[src/rtl/dsi_lane_pkg.sv]
// Shared types, sizes and strobe decode for the DSI lane distributor.
package dsi_lane_pkg;

  localparam int unsigned LANES_MAX    = 4;
  localparam int unsigned FIFO_ENTRY_W = 9;
  localparam int unsigned BYTE_W       = 8;
  localparam int unsigned BEAT_W       = 32;
  localparam int unsigned BUF_W        = 64;
  localparam int unsigned CNT_W        = 4;
  localparam int unsigned LCNT_W       = 3;
  localparam int unsigned STAT_W       = 16;

  typedef enum logic [1:0] {
    IDLE   = 2'd0,
    ACTIVE = 2'd1,
    FLUSH  = 2'd2
  } dist_state_t;

  typedef struct packed {
    logic              legal;
    logic [LCNT_W-1:0] nbytes;
  } strb_info_t;

  // Only contiguous low-aligned strobes carry bytes; anything else is flagged.
  function automatic strb_info_t strb_decode(input logic [3:0] strb);
    strb_info_t info;
    info.legal  = 1'b1;
    info.nbytes = 3'd0;
    case (strb)
      4'b0000: info.nbytes = 3'd0;
      4'b0001: info.nbytes = 3'd1;
      4'b0011: info.nbytes = 3'd2;
      4'b0111: info.nbytes = 3'd3;
      4'b1111: info.nbytes = 3'd4;
      default: info.legal  = 1'b0;
    endcase
    return info;
  endfunction

  function automatic logic [LCNT_W-1:0] clamp_lanes(input logic [LCNT_W-1:0] req);
    if (req == 3'd0)      return 3'd1;
    else if (req > 3'd4)  return 3'd4;
    else                  return req;
  endfunction

endpackage

[src/rtl/dsi_lane_distributor_if.sv]
// Packet-beat input and lane-FIFO write bundle of the DSI lane distributor.
interface dsi_lane_distributor_if;
  import dsi_lane_pkg::*;

  logic                                pkt_valid;
  logic [BEAT_W-1:0]                   pkt_data;
  logic [3:0]                          pkt_strb;
  logic                                pkt_last;
  logic                                pkt_lp;
  logic                                pkt_ready;
  logic [LANES_MAX*FIFO_ENTRY_W-1:0]   lanes_fifo_wdata;
  logic [LANES_MAX-1:0]                lanes_fifo_write;
  logic [LANES_MAX-1:0]                lanes_fifo_full;

  modport master (
    output pkt_valid, pkt_data, pkt_strb, pkt_last, pkt_lp,
    input  pkt_ready,
    input  lanes_fifo_wdata, lanes_fifo_write,
    output lanes_fifo_full
  );

  modport slave (
    input  pkt_valid, pkt_data, pkt_strb, pkt_last, pkt_lp,
    output pkt_ready,
    output lanes_fifo_wdata, lanes_fifo_write,
    input  lanes_fifo_full
  );

endinterface

[src/rtl/dsi_byte_accumulator.sv]
// 8-byte shift buffer: shift out up to 4 head bytes, then append up to 4 bytes at the new tail.
module dsi_byte_accumulator
  import dsi_lane_pkg::*;
(
  input  logic              clk_phy,
  input  logic              rst_n,
  input  logic [LCNT_W-1:0] i_shift_cnt,
  input  logic [LCNT_W-1:0] i_append_cnt,
  input  logic [BEAT_W-1:0] i_append_data,
  output logic [BEAT_W-1:0] o_head,
  output logic [CNT_W-1:0]  o_cnt
);

  logic [BUF_W-1:0]  r_buf;
  logic [CNT_W-1:0]  r_cnt;
  logic [CNT_W-1:0]  w_base;
  logic [BEAT_W-1:0] w_mask;
  logic [BUF_W-1:0]  w_shifted;
  logic [BUF_W-1:0]  w_append;

  // Bytes above cnt stay zero, so the append can simply be OR-ed in.
  always_comb begin
    w_mask = '0;
    case (i_append_cnt)
      3'd0:    w_mask = 32'h0000_0000;
      3'd1:    w_mask = 32'h0000_00FF;
      3'd2:    w_mask = 32'h0000_FFFF;
      3'd3:    w_mask = 32'h00FF_FFFF;
      default: w_mask = 32'hFFFF_FFFF;
    endcase
    w_base    = r_cnt - CNT_W'(i_shift_cnt);
    w_shifted = r_buf >> {i_shift_cnt, 3'b000};
    w_append  = {32'd0, i_append_data & w_mask} << {w_base, 3'b000};
  end

  always_ff @(posedge clk_phy or negedge rst_n) begin
    if (!rst_n) begin
      r_buf <= '0;
      r_cnt <= '0;
    end else begin
      r_buf <= w_shifted | w_append;
      r_cnt <= w_base + CNT_W'(i_append_cnt);
    end
  end

  assign o_head = r_buf[BEAT_W-1:0];
  assign o_cnt  = r_cnt;

endmodule

[src/rtl/dsi_lane_distributor.sv]
// Stripes packet bytes across the active D-PHY lane FIFOs, byte k of a packet to lane k mod n.
// Optional statistics counters are built when DSI_DISTRIB_STATS_EN is defined.
module dsi_lane_distributor
  import dsi_lane_pkg::*;
(
  input  logic                   clk_phy,
  input  logic                   rst_n,
  input  logic                   enable,
  input  logic [LCNT_W-1:0]      reg_lanes_number,
  dsi_lane_distributor_if.slave  lane_if,
  output logic                   busy,
  output logic                   err_strb,
  output logic [STAT_W-1:0]      stat_packets,
  output logic [STAT_W-1:0]      stat_stall_cycles
);

  dist_state_t          r_state;
  dist_state_t          w_state_next;
  logic [LCNT_W-1:0]    r_n;
  logic                 r_lp;
  logic                 r_err;
  logic                 r_out_en;

  logic [CNT_W-1:0]     w_cnt;
  logic [BEAT_W-1:0]    w_head;
  logic [CNT_W-1:0]     w_cnt_next;
  logic [LCNT_W-1:0]    w_r;
  logic [LANES_MAX-1:0] w_row_mask;
  logic                 w_eligible;
  logic                 w_blocked;
  logic                 w_emit;
  logic                 w_ready;
  logic                 w_accept;
  logic [LCNT_W-1:0]    w_shift;
  logic [LCNT_W-1:0]    w_add;
  strb_info_t           w_info;

  dsi_byte_accumulator u_acc (
    .clk_phy       (clk_phy),
    .rst_n         (rst_n),
    .i_shift_cnt   (w_shift),
    .i_append_cnt  (w_add),
    .i_append_data (lane_if.pkt_data),
    .o_head        (w_head),
    .o_cnt         (w_cnt)
  );

  // Row selection, back-pressure and beat acceptance.
  always_comb begin
    w_eligible = 1'b0;
    w_r        = r_n;
    w_row_mask = '0;
    case (r_state)
      ACTIVE: w_eligible = (w_cnt >= CNT_W'(r_n));
      FLUSH: begin
        w_eligible = (w_cnt != 4'd0);
        w_r        = (w_cnt < CNT_W'(r_n)) ? LCNT_W'(w_cnt) : r_n;
      end
      default: w_eligible = 1'b0;
    endcase
    case (w_r)
      3'd0:    w_row_mask = 4'b0000;
      3'd1:    w_row_mask = 4'b0001;
      3'd2:    w_row_mask = 4'b0011;
      3'd3:    w_row_mask = 4'b0111;
      default: w_row_mask = 4'b1111;
    endcase
    w_blocked  = |(lane_if.lanes_fifo_full & w_row_mask);
    w_emit     = w_eligible && !w_blocked;
    w_shift    = w_emit ? w_r : 3'd0;
    w_ready    = r_out_en && enable && (r_state != FLUSH) && (w_cnt <= 4'd4);
    w_accept   = lane_if.pkt_valid && w_ready;
    w_info     = strb_decode(lane_if.pkt_strb);
    w_add      = (w_accept && w_info.legal) ? w_info.nbytes : 3'd0;
    w_cnt_next = w_cnt - CNT_W'(w_shift) + CNT_W'(w_add);
  end

  always_comb begin
    w_state_next = r_state;
    case (r_state)
      IDLE:    if (w_accept) w_state_next = lane_if.pkt_last ? FLUSH : ACTIVE;
      ACTIVE:  if (w_accept && lane_if.pkt_last) w_state_next = FLUSH;
      FLUSH:   if (w_cnt_next == 4'd0) w_state_next = IDLE;
      default: w_state_next = IDLE;
    endcase
  end

  always_ff @(posedge clk_phy or negedge rst_n) begin
    if (!rst_n) r_state <= IDLE;
    else        r_state <= w_state_next;
  end

  // Lane count and mode are frozen for the packet at its first accepted beat.
  always_ff @(posedge clk_phy or negedge rst_n) begin
    if (!rst_n) begin
      r_n      <= 3'd1;
      r_lp     <= 1'b0;
      r_err    <= 1'b0;
      r_out_en <= 1'b0;
    end else begin
      r_out_en <= 1'b1;
      if (r_state == IDLE && w_accept) begin
        r_n  <= clamp_lanes(reg_lanes_number);
        r_lp <= lane_if.pkt_lp;
      end
      if (w_accept && !w_info.legal) r_err <= 1'b1;
    end
  end

  for (genvar i = 0; i < LANES_MAX; i++) begin : g_lane
    assign lane_if.lanes_fifo_wdata[i*FIFO_ENTRY_W +: FIFO_ENTRY_W] = {r_lp, w_head[i*BYTE_W +: BYTE_W]};
  end

  assign lane_if.lanes_fifo_write = w_emit ? w_row_mask : 4'b0000;
  assign lane_if.pkt_ready        = w_ready;
  assign busy                     = (r_state != IDLE);
  assign err_strb                 = r_err;

`ifdef DSI_DISTRIB_STATS_EN
  logic [STAT_W-1:0] r_stat_packets;
  logic [STAT_W-1:0] r_stat_stall;
  logic              w_enter_flush;
  logic              w_stall;

  assign w_enter_flush = w_accept && lane_if.pkt_last;
  assign w_stall       = w_eligible && w_blocked;

  always_ff @(posedge clk_phy or negedge rst_n) begin
    if (!rst_n) begin
      r_stat_packets <= '0;
      r_stat_stall   <= '0;
    end else begin
      if (w_enter_flush) r_stat_packets <= r_stat_packets + 16'd1;
      if (w_stall)       r_stat_stall   <= r_stat_stall + 16'd1;
    end
  end

  assign stat_packets      = r_stat_packets;
  assign stat_stall_cycles = r_stat_stall;
`else
  assign stat_packets      = '0;
  assign stat_stall_cycles = '0;
`endif

endmodule

[src/flat_wrapper.sv]
// flat-port wrapper written by rule: the top's interface ports become plain ports
module dsi_lane_distributor_flat import dsi_lane_pkg::*;
  (clk_phy, rst_n, enable, reg_lanes_number, busy, err_strb, stat_packets, stat_stall_cycles, lane_if_pkt_valid, lane_if_pkt_data, lane_if_pkt_strb, lane_if_pkt_last, lane_if_pkt_lp, lane_if_pkt_ready, lane_if_lanes_fifo_wdata, lane_if_lanes_fifo_write, lane_if_lanes_fifo_full);
  dsi_lane_distributor_if lane_if_i ();
  input  logic clk_phy;
  input  logic rst_n;
  input  logic enable;
  input  logic [LCNT_W-1:0] reg_lanes_number;
  output logic busy;
  output logic err_strb;
  output logic [STAT_W-1:0] stat_packets;
  output logic [STAT_W-1:0] stat_stall_cycles;
  input wire logic [$bits(lane_if_i.pkt_valid)-1:0] lane_if_pkt_valid;
  input wire logic [$bits(lane_if_i.pkt_data)-1:0] lane_if_pkt_data;
  input wire logic [$bits(lane_if_i.pkt_strb)-1:0] lane_if_pkt_strb;
  input wire logic [$bits(lane_if_i.pkt_last)-1:0] lane_if_pkt_last;
  input wire logic [$bits(lane_if_i.pkt_lp)-1:0] lane_if_pkt_lp;
  output wire logic [$bits(lane_if_i.pkt_ready)-1:0] lane_if_pkt_ready;
  output wire logic [$bits(lane_if_i.lanes_fifo_wdata)-1:0] lane_if_lanes_fifo_wdata;
  output wire logic [$bits(lane_if_i.lanes_fifo_write)-1:0] lane_if_lanes_fifo_write;
  input wire logic [$bits(lane_if_i.lanes_fifo_full)-1:0] lane_if_lanes_fifo_full;
  assign lane_if_i.pkt_valid = lane_if_pkt_valid;
  assign lane_if_i.pkt_data = lane_if_pkt_data;
  assign lane_if_i.pkt_strb = lane_if_pkt_strb;
  assign lane_if_i.pkt_last = lane_if_pkt_last;
  assign lane_if_i.pkt_lp = lane_if_pkt_lp;
  assign lane_if_pkt_ready = lane_if_i.pkt_ready;
  assign lane_if_lanes_fifo_wdata = lane_if_i.lanes_fifo_wdata;
  assign lane_if_lanes_fifo_write = lane_if_i.lanes_fifo_write;
  assign lane_if_i.lanes_fifo_full = lane_if_lanes_fifo_full;
  dsi_lane_distributor u_core (.clk_phy(clk_phy), .rst_n(rst_n), .enable(enable), .reg_lanes_number(reg_lanes_number), .lane_if(lane_if_i), .busy(busy), .err_strb(err_strb), .stat_packets(stat_packets), .stat_stall_cycles(stat_stall_cycles));
endmodule
[config.mk]
export PLATFORM = sky130hd
export DESIGN_NAME = dsi_lane_distributor_flat
export DESIGN_NICKNAME = d
export VERILOG_FILES = /design/src/rtl/dsi_lane_pkg.sv /design/src/rtl/dsi_lane_distributor_if.sv /design/src/rtl/dsi_byte_accumulator.sv /design/src/rtl/dsi_lane_distributor.sv /design/src/flat_wrapper.sv
export SDC_FILE = /design/constraint.sdc
export NUM_CORES = 1
export LEC_CHECK = 0
export ABC_AREA = 1
export CAP_MARGIN = 20
export CORE_UTILIZATION = 55
export DETAILED_ROUTE_END_ITERATION = 7
export PLACE_DENSITY_LB_ADDON = 0.1
export SYNTH_ARGS = -nofsm -noshare
export SYNTH_HDL_FRONTEND = slang
export SYNTH_HIERARCHICAL = 1
export SYNTH_SLANG_ARGS = --single-unit
[constraint.sdc]
create_clock -name clk_phy -period 7.65 [get_ports clk_phy]
set_input_delay 1.53 -clock clk_phy [delete_from_list [all_inputs] [get_ports clk_phy]]
set_output_delay 1.53 -clock clk_phy [all_outputs]
set_load 0.05 [all_outputs]
==> reports/results.ini, run 1 <==
[run_status]
status=finished clean

[die]
ios=124
rows=40
dieArea_mm2=0.0132
die_height_um=115
coreArea_mm2=0.0122
start_util=0.573
die_w_um=115

[finish]
seq_area_mm2=0.00190
diodes=0
drive_above_1_share=0.0755
fin_cells=1281
nets=1180
multi_input_area_mm2=0.00412
fill_cells=1193
area_delta_synth_final_pct=11.6
fin_util=0.639
final_area_mm2=0.00780

[critical_path]
slowest_delay_ps=580
critical_path.cell_chain=clkdlybuf4s50_1 -> nand3_1 -> nand3_1 -> a21oi_2 -> nand2_2 -> nor2_4 -> buf_4 -> inv_1 -> ha_1 -> xnor2_4 -> inv_4 -> ha_1 -> nand2_1 -> nor2_1 -> a211oi_1 -> xnor2_1
worstSetupPathType=input port to register
cp-start-kind=input port
required_ps=7920
critPathBufInv=4
cpMaxStageDelayCell=xnor2_4
setup.worst_path.end_class=register
arrival_ps=5240
cp_top_family=buffers and inverters
r2r_cells=22
crit_fanout=52
worst-path-stages=16

[timing]
fin_skew_ps=7.87
hold_viol=0
slew_viol_final=0
worst_pin_slew_ps=986
slew_headroom=0.343
timing.fmax_ghz=0.201
min_period_ps=4970
setup_viol=0
fin_crit_sh=0.650
holdWs_ps=482
setup_tns_ps=0
rsz0062_at_grt=false
worst_slack_ps=2680

[drt]
viasPerCell=5.41
totalWireLength_um=18500
dr.first_iter.drc_count=794
drc=0
ant_nets=0
dr.pass1.iters=5
wire_per_inst_um=14.4
vias=6925

[global_route]
grt_use_met2=0.395
overflow=0
antenna_found_initial=0
grtUsageTotal=0.293
busiest_layer=met1
grt_max_degree=78
use_met3=0.0501
globalRouteMet1Util=0.462
grt_first_pass_wirelength_um=30000
grt_pass1_vias=5871

[clock_tree]
clock_sinks=76
ctsHoldBuffers=0
cts_max_level=3
ctsResizeCount=0
cts.clk_slew.worst_paths_ps=60
clockRootBuffer=clkbuf_16
postCtsSetupRepairBufs=0
cts_made_buffers=9
clk_latency_ps=340
tritoncts=built
clk_path_buf_depth=2

[synth]
synth_warnings=6
yosysSeqAreaShare=0.272
synth_top_area_frac=0.268
synth_most_common_cell=nand2_1
synth_cell_types=39
yosys.area.top_type=dfrtp_1
syn_inst=1103
syn-cell-area_mm2=0.00700
async_reset_ff_frac=1.00
ys_top_cells_by_count=418 x nand2_1, 121 x nand3_1, 75 x dfrtp_1, 71 x buf_4, 68 x inv_1
synthFlopType=dfrtp_1
synth-seq-cells=76
ys_top_cells_by_area=dfrtp_1 27%, nand2_1 22%, nand3_1 8.7%
synth_edf_count=0
avgSynthCellArea_um2=6.34

[placed_design]
dpl.cell_count=1267
gp_congestion=0.852
dpl.hpwl_um=12600
portBuffers=91
dpl_cell_area_mm2=0.00750
dp_slack_ps=2330

[pwr]
ir_drop_uv=203
pwr_density_cell_mw_per_mm2=388
power_mw=3.03
leakagePower_nw=3.75

[worst_hold_path]
hold_class=register to register
min_path_cells=1

[flow_run]
drv_cap=0

routing by layer:
metal  vias up  wire (um)  part of all wire
met2       336       7490              0.40
met4         0        298             0.016
met3        22       1660             0.090
met5         -          0                 0
li1       3453          -                 -
met1      3114       9050              0.49
cell families after synthesis:
| logic type | share of synthesized area |
|---|---|
| other | 0.00107 |
| xor gates and xnor gates | 0.00769 |
| buffers and inverters | 0.159 |
| and+or+nand+nor | 0.419 |
| DFF | 0.272 |
| AOI/OAI and AO/OA | 0.0976 |
| adders and majority gates | 0.0429 |
state kept, by name, summed over array words and instances, names as in the netlist:
register	flops
u_core/err_strb	1
u_core/r_lp	1
u_core/r_n	3
u_core/r_out_en	1
u_core/r_state	2
u_core/u_acc/o_cnt	4
u_core/u_acc/r_buf	64
layout by cell type, fill, tap and decap left out, types with 3 or more instances in the layout:
cell type | Yosys | final
conb_1 | 2 | 33
fa_1 | 5 | 5
a21oi_1 | 18 | 18
o211ai_1 | 19 | 19
o21ai_0 | 57 | 57
nand2_1 | 418 | 418
nand3_1 | 121 | 121
buf_4 | 71 | 12
or2_2 | 26 | 26
nor3_1 | 18 | 18
o21ai_1 | 17 | 17
nand4_1 | 18 | 18
nor2_4 | 5 | 8
nand2_4 | 3 | 3
inv_2 | 4 | 5
nand3_2 | 4 | 4
clkdlybuf4s50_1 | 0 | 90
o31ai_1 | 4 | 4
nor2_1 | 47 | 44
nand2_2 | 5 | 5
clkbuf_16 | 0 | 9
inv_1 | 68 | 67
ha_1 | 16 | 16
dfrtp_1 | 75 | 75
xnor2_1 | 3 | 3
path summary, 6_finish.rpt:
check	slack, ps	from	to
min	480	u_core/err_strb$_DFFE_PN0P_	u_core/err_strb$_DFFE_PN0P_
max reg2reg	2950	u_core/u_acc/o_cnt[1]$_DFF_PN0_	u_core/u_acc/o_cnt[3]$_DFF_PN0_
max in group asynchronous	5540	rst_n	u_core/u_acc/r_buf[25]$_DFF_PN0_
min reg2reg	480	u_core/err_strb$_DFFE_PN0P_	u_core/err_strb$_DFFE_PN0P_
max	2680	lane_if_lanes_fifo_full[3]	u_core/u_acc/o_cnt[3]$_DFF_PN0_
min in group asynchronous	960	rst_n	u_core/r_out_en$_DFF_PN0_
cell type report:
type / instances / share of cell area
Clock buffer: 12 / 0.0316
Clock inverter: 2 / 0.00769
Inverter: 73 / 0.0354
Multi-Input combinational cell: 848 / 0.528
Sequential cell: 76 / 0.244
Tap cell: 168 / 0.0269
Timing Repair Buffer: 102 / 0.127
power breakdown:
| group | internal (mW) | switching (mW) | total (mW) |
|---|---|---|---|
| Sequential | 0.564 | 0.109 | 0.673 |
| Combinational | 0.583 | 1.31 | 1.89 |
| Clock | 0.291 | 0.167 | 0.458 |
No activity file was read; power rests on OpenSTA's default activity.
==> inputs of run 2 (changes only) <==
==> constraint.sdc (replaced) <==
create_clock -name clk_phy -period 4.64 [get_ports clk_phy]
set_input_delay 0.928 -clock clk_phy [delete_from_list [all_inputs] [get_ports clk_phy]]
set_output_delay 0.928 -clock clk_phy [all_outputs]
set_load 0.05 [all_outputs]
==> run 2 against run 1 <==
Routed wire length decreased by 1.5%; combinational power is 67% higher; final area grew 0.50%; critical endpoint is now u_core/u_acc/r_buf[24]$_DFF_PN0_; highest routed layer unchanged.
==> reports/results.ini, run 2 (synthesized netlist as in run 1, its figures left out) <==
[drt]
drc=0  ; unchanged
dr.first_iter.drc_count=785  ; was 794
dr.pass1.iters=5  ; unchanged
totalWireLength_um=18200  ; was 18500 um
wire_per_inst_um=14.2  ; was 14.4 um
vias=6909  ; was 6925
viasPerCell=5.37  ; was 5.41
ant_nets=0  ; unchanged

[finish]
diodes=0  ; unchanged
final_area_mm2=0.00784  ; was 0.00780 mm2
multi_input_area_mm2=0.00412  ; unchanged
final_common_cell=nand2_1  ; unchanged
area_delta_synth_final_pct=12.1  ; was 11.6%
nets=1183  ; was 1180
seq_area_mm2=0.00190  ; unchanged
fin_cells=1286  ; was 1281
fill_cells=1164  ; was 1193
layout_common_cells=418 x nand2_1, 121 x nand3_1, 90 x clkdlybuf4s50_1  ; unchanged
largest_reg_flops=64  ; unchanged
top_register=u_core/u_acc/r_buf  ; unchanged
drive_above_1_share=0.0814  ; was 0.0755

[timing]
hold_viol=0  ; unchanged
worst_slack_ps=580  ; was 2680 ps
min_period_ps=4060
fin_crit_sh=0.875
worst_pin_slew_ps=676  ; was 986 ps
fin_skew_ps=6.89  ; was 7.87 ps
setup_tns_ps=0  ; unchanged
timing.fmax_ghz=0.246
setup_viol=0  ; unchanged
rsz0062_at_grt=false  ; unchanged
slew_headroom=0.550  ; was 0.343
slew_viol_final=0  ; unchanged

[clock_tree]
cts_made_buffers=9  ; unchanged
clockRootBuffer=clkbuf_16  ; unchanged
ctsResizeCount=0  ; unchanged
cts.clk_slew.worst_paths_ps=60  ; about the same
cts_max_level=3  ; unchanged
clk_path_buf_depth=2  ; unchanged
clock_sinks=76  ; unchanged
postCtsSetupRepairBufs=0  ; unchanged
ctsHoldBuffers=0  ; unchanged
clk_latency_ps=350  ; was 340 ps
tritoncts=built  ; unchanged

[critical_path]
crit_fanout=22  ; was 52
cp_common_cell=nand2_1
cp-start-kind=register  ; was input port
required_ps=4920  ; was 7920 ps
critical_path.cell_chain=ha_1 -> nand2_1 -> nand2_1 -> nand2_2 -> nand3_2 -> nand2_1 -> nand2_2 -> nand2_1 -> nand3_1 -> nand2_1 -> inv_1 -> nand2_2 -> nor2_4 -> ha_1 -> inv_1 -> fa_1 -> xnor2_4 -> buf_4 -> nand3_2 -> buf_4 -> inv_2 -> nand2_1 -> nand2_1  ; was clkdlybuf4s50_1 -> nand3_1 -> nand3_1 -> a21oi_2 -> nand2_2 -> nor2_4 -> buf_4 -> inv_1 -> ha_1 -> xnor2_4 -> inv_4 -> ha_1 -> nand2_1 -> nor2_1 -> a211oi_1 -> xnor2_1
arrival_ps=4340  ; was 5240 ps
cpMaxStageDelayCell=fa_1  ; was xnor2_4
slowest_delay_ps=500  ; was 580 ps
worstSetupPathType=register to register  ; was input port to register
setup.worst_path.end_class=register  ; unchanged

[global_route]
grt_first_pass_wirelength_um=29800  ; was 30000 um
busiest_layer=met1  ; unchanged
overflow=0  ; unchanged
grt_use_met2=0.397  ; was 0.395
grt_pass1_vias=5844  ; was 5871
use_met3=0.0706  ; was 0.0501
grtUsageTotal=0.290  ; was 0.293
grt_max_degree=78  ; unchanged
antenna_found_initial=0  ; unchanged
globalRouteMet1Util=0.456  ; was 0.462

[die]
rows=40  ; unchanged
start_util=0.573  ; unchanged
ios=124  ; unchanged
die_w_um=115  ; unchanged
coreArea_mm2=0.0122  ; unchanged
dieArea_mm2=0.0132  ; unchanged
die_height_um=115  ; unchanged

[worst_hold_path]
hold_class=register to register  ; unchanged

[pwr]
ir_drop_uv=338  ; was 203 uV
pwr_density_cell_mw_per_mm2=637  ; was 388 mW/mm2
leakagePower_nw=3.76  ; was 3.75 nW

[placed_design]
dpl.cell_count=1270  ; was 1267
dp_slack_ps=200  ; was 2330 ps
dpl_cell_area_mm2=0.00753  ; was 0.00750 mm2
gp_congestion=0.892  ; was 0.852
portBuffers=91  ; unchanged
dpl.hpwl_um=12700  ; was 12600 um

[flow_run]
drv_cap=0  ; unchanged

[run_status]
status=finished clean  ; unchanged

run 2: metal layers:
layer | wire length [um] | share of wire | up-vias
met1 | 8670 | 0.48 | 3062
met2 | 7330 | 0.40 | 369
met4 | 180 | 0.0099 | 0
met3 | 2030 | 0.11 | 17
met5 | 0 | 0 | -
li1 | - | - | 3461
run 2: area by class of cell:
| type | count | share of cell area |
|---|---|---|
| clock inverter | 6 | 0.00909 |
| timing repair buffer | 105 | 0.131 |
| clock buffer | 10 | 0.0305 |
| inverter | 73 | 0.0353 |
| tap | 168 | 0.0268 |
| sequential | 76 | 0.243 |
| multi-input combinational | 848 | 0.525 |
run 2: where the power goes:
| group | switching, mW | internal, mW |
|---|---|---|
| Sequential | 0.184 | 0.929 |
| Combinational | 2.16 | 0.985 |
| Clock | 0.299 | 0.436 |
| Total | 2.64 | 2.35 |
run 2: path summary, 6_finish.rpt:
path / depth (start not counted) / slack [ps] / from / endpoint
setup / recovery: 23 / 580 / u_core/u_acc/o_cnt[1]$_DFF_PN0_ / u_core/u_acc/r_buf[24]$_DFF_PN0_
hold / removal: 1 / 480 / u_core/err_strb$_DFFE_PN0P_ / u_core/err_strb$_DFFE_PN0P_
setup reg to reg: 23 / 580 / u_core/u_acc/o_cnt[1]$_DFF_PN0_ / u_core/u_acc/r_buf[24]$_DFF_PN0_
hold reg to reg: 1 / 480 / u_core/err_strb$_DFFE_PN0P_ / u_core/err_strb$_DFFE_PN0P_
max in group asynchronous: 2 / 3180 / rst_n / u_core/u_acc/r_buf[36]$_DFF_PN0_
min in group asynchronous: 1 / 600 / rst_n / u_core/r_out_en$_DFF_PN0_
run 2: worst max-delay path, delay by kind of cell (launching register included):
kind / cells / cell delay (ps)
simple gates: 14 / 1390
fa+ha+maj: 3 / 1000
flops: 1 / 450
buf+inv: 5 / 940
xor+xnor: 1 / 190
run 2: stage by stage:
stage | util | total power, mW | hold WS (ps)
after floorplan | - | 3.69 | 484
after global routing | 0.642 | 5.35 | 498
after CTS | 0.642 | 4.99 | 479
final | 0.642 | 4.99 | 476
after detailed placement | 0.617 | 4.24 | 459
after global placement | 0.617 | 4.20 | 464
==> inputs of run 3 (changes only) <==
--- a/config.mk
+++ b/config.mk
@@ -7,6 +7,8 @@
 export LEC_CHECK = 0
 export ABC_AREA = 1
 export CAP_MARGIN = 20
+export CORE_ASPECT_RATIO = 1.25
+export CORE_MARGIN = 2
 export CORE_UTILIZATION = 55
 export DETAILED_ROUTE_END_ITERATION = 7
 export PLACE_DENSITY_LB_ADDON = 0.1
==> run 3 against run 2 <==
Register-to-register slack gained 80 ps; core utilization fell by 1.4 points; setup slack improved by 58 ps; critical endpoint is now u_core/r_state[0]$_DFFE_PN0P_.
==> reports/results.ini, run 3 (synthesized netlist as in run 1, its figures left out) <==
[critical_path]
critical_path.cell_chain=clkdlybuf4s50_1 -> nand2_1 -> nor3_1 -> o21a_2 -> nand2_4 -> nor2_4 -> inv_1 -> o22ai_1 -> inv_1 -> ha_1 -> inv_1 -> ha_1 -> inv_1 -> fa_1 -> inv_1 -> nor4_1 -> nand3_1 -> nand2_1 -> nand3_2 -> nand2_1 -> o21ai_1  ; was ha_1 -> nand2_1 -> nand2_1 -> nand2_2 -> nand3_2 -> nand2_1 -> nand2_2 -> nand2_1 -> nand3_1 -> nand2_1 -> inv_1 -> nand2_2 -> nor2_4 -> ha_1 -> inv_1 -> fa_1 -> xnor2_4 -> buf_4 -> nand3_2 -> buf_4 -> inv_2 -> nand2_1 -> nand2_1
r2r_end=u_core/u_acc/o_cnt[3]$_DFF_PN0_  ; was u_core/u_acc/r_buf[24]$_DFF_PN0_
cpMaxStageDelayCell=fa_1  ; unchanged
arrival_ps=4230  ; was 4340 ps
cp-endpoint=u_core/r_state[0]$_DFFE_PN0P_  ; was u_core/u_acc/r_buf[24]$_DFF_PN0_
required_ps=4870  ; was 4920 ps
rrSetupSlack_ps=660  ; was 580 ps
r2r_cells=21  ; was 23
setup.worst_path.end_class=register  ; unchanged
setup.worst_path.start=enable  ; was u_core/u_acc/o_cnt[1]$_DFF_PN0_
cp_common_cell=inv_1  ; was nand2_1
worstSetupPathType=input port to register  ; was register to register
slowest_delay_ps=530  ; was 500 ps
crit_fanout=6  ; was 22
cp-start-kind=input port  ; was register
worstReg2RegStart=u_core/u_acc/o_cnt[1]$_DFF_PN0_  ; unchanged

[clock_tree]
ctsHoldBuffers=0  ; unchanged
tritoncts=built  ; unchanged
clk_path_buf_depth=2  ; unchanged
clock_sinks=76  ; unchanged
cts_max_level=3  ; unchanged
clockRootBuffer=clkbuf_16  ; unchanged
clk_latency_ps=340  ; was 350 ps
postCtsSetupRepairBufs=0  ; unchanged
cts.clk_slew.worst_paths_ps=60  ; about the same
ctsResizeCount=0  ; unchanged
cts_made_buffers=9  ; unchanged

[placed_design]
gp_congestion=0.859  ; was 0.892
dpl.hpwl_um=12800  ; was 12700 um
portBuffers=91  ; unchanged

[drt]
totalWireLength_um=18300  ; was 18200 um
dr.first_iter.drc_count=761  ; was 785
dr.pass1.iters=5  ; unchanged
wire_per_inst_um=14.2  ; about the same
ant_nets=0  ; unchanged
viasPerCell=5.39  ; was 5.37
vias=6927  ; was 6909
drc=0  ; unchanged

[finish]
multi_input_area_mm2=0.00412  ; unchanged
area_delta_synth_final_pct=12.7  ; was 12.1%
final_common_cell=nand2_1  ; unchanged
seq_area_mm2=0.00190  ; unchanged
top_register=u_core/u_acc/r_buf  ; unchanged
fill_cells=1235  ; was 1164
diodes=0  ; unchanged
drive_above_1_share=0.0806  ; was 0.0814
nets=1182  ; was 1183
largest_reg_flops=64  ; unchanged
layout_common_cells=418 x nand2_1, 121 x nand3_1, 90 x clkdlybuf4s50_1  ; unchanged

[pwr]
leakagePower_nw=3.78  ; was 3.76 nW
pwr_density_cell_mw_per_mm2=647  ; was 637 mW/mm2
power_mw=5.10  ; was 4.99 mW
ir_drop_uv=375  ; was 338 uV

[run_status]
status=finished clean  ; unchanged

[timing]
fin_crit_sh=0.863  ; was 0.875
timing.fmax_ghz=0.250  ; was 0.246 GHz
worst_pin_slew_ps=990  ; was 676 ps
fin_skew_ps=7.88  ; was 6.89 ps
setup_tns_ps=0  ; unchanged
slew_viol_final=0  ; unchanged
holdWs_ps=481  ; was 476 ps
slew_headroom=0.340  ; was 0.550
rsz0062_at_grt=false  ; unchanged
hold_viol=0  ; unchanged
min_period_ps=4000  ; was 4060 ps
setup_viol=0  ; unchanged

[flow_run]
drv_cap=0  ; unchanged

[global_route]
overflow=0  ; unchanged
grt_first_pass_wirelength_um=29800  ; about the same
grt_pass1_vias=5842  ; was 5844
grtUsageTotal=0.271  ; was 0.290
antenna_found_initial=0  ; unchanged
grt_max_degree=77  ; was 78

[die]
coreArea_mm2=0.0125  ; was 0.0122 mm2
rows=46  ; was 40
start_util=0.558  ; was 0.573
die_w_um=105  ; was 115 um
dieArea_mm2=0.0136  ; was 0.0132 mm2
ios=124  ; unchanged
die_height_um=130  ; was 115 um

[worst_hold_path]
hold_class=register to register  ; unchanged

==> run 3: area by class of cell <==
class | instances | share of cell area
clock buffer | 9 | 0.0286
inverter | 73 | 0.0351
sequential | 76 | 0.241
clock inverter | 7 | 0.0155
multi-input combinational | 848 | 0.522
tap | 168 | 0.0267
timing repair buffer | 104 | 0.131
==> run 3: where the power goes <==
part           switching (mW)  internal (mW)
Clock                   0.291          0.528
Sequential              0.189          0.929
Combinational            2.17          0.997
Total                    2.65           2.45
==> run 3: routing by layer <==
| layer | up-vias | track usage | part of all wire |
|---|---|---|---|
| met1 | 3123 | 0.414 | 0.47 |
| met3 | 15 | 0.0295 | 0.085 |
| met2 | 331 | 0.419 | 0.44 |
| li1 | 3458 | - | - |
| met4 | 0 | 0.0478 | 0.0098 |
| met5 | - | 0 | 0 |
==> run 3: worst min-delay path by stage <==
| stage | cells after the start | slack [ps] | start | to |
|---|---|---|---|---|
| floorplan | 2 | 480 | u_core/r_n[0]$_DFFE_PN1P_ | u_core/r_n[0]$_DFFE_PN1P_ |
| global placement | 1 | 480 | u_core/err_strb$_DFFE_PN0P_ | u_core/err_strb$_DFFE_PN0P_ |
| detailed placement | 1 | 460 | u_core/err_strb$_DFFE_PN0P_ | u_core/err_strb$_DFFE_PN0P_ |
| CTS | 1 | 480 | u_core/err_strb$_DFFE_PN0P_ | u_core/err_strb$_DFFE_PN0P_ |
| global route | 1 | 510 | u_core/err_strb$_DFFE_PN0P_ | u_core/err_strb$_DFFE_PN0P_ |
| finish | 1 | 480 | u_core/err_strb$_DFFE_PN0P_ | u_core/err_strb$_DFFE_PN0P_ |
==> run 3: through the flow <==
stage | utilization | area, um2 | instances | setup slack (ps)
2_1_floorplan | - | 7110 | 1134 | 381
3_3_place_gp | 0.601 | 7540 | 1269 | 377
3_5_place_dp | 0.601 | 7540 | 1269 | 283
4_1_cts | 0.629 | 7890 | 1285 | 628
5_1_grt | 0.629 | 7890 | 1285 | 332
6_report | 0.629 | 7890 | 1285 | 637
==> run 3: critical path: cells and delay by family <==
family	cells	cell delay, ps
simple gates	9	1040
fa+ha+maj	3	960
compound gates	3	510
buf+inv	6	790
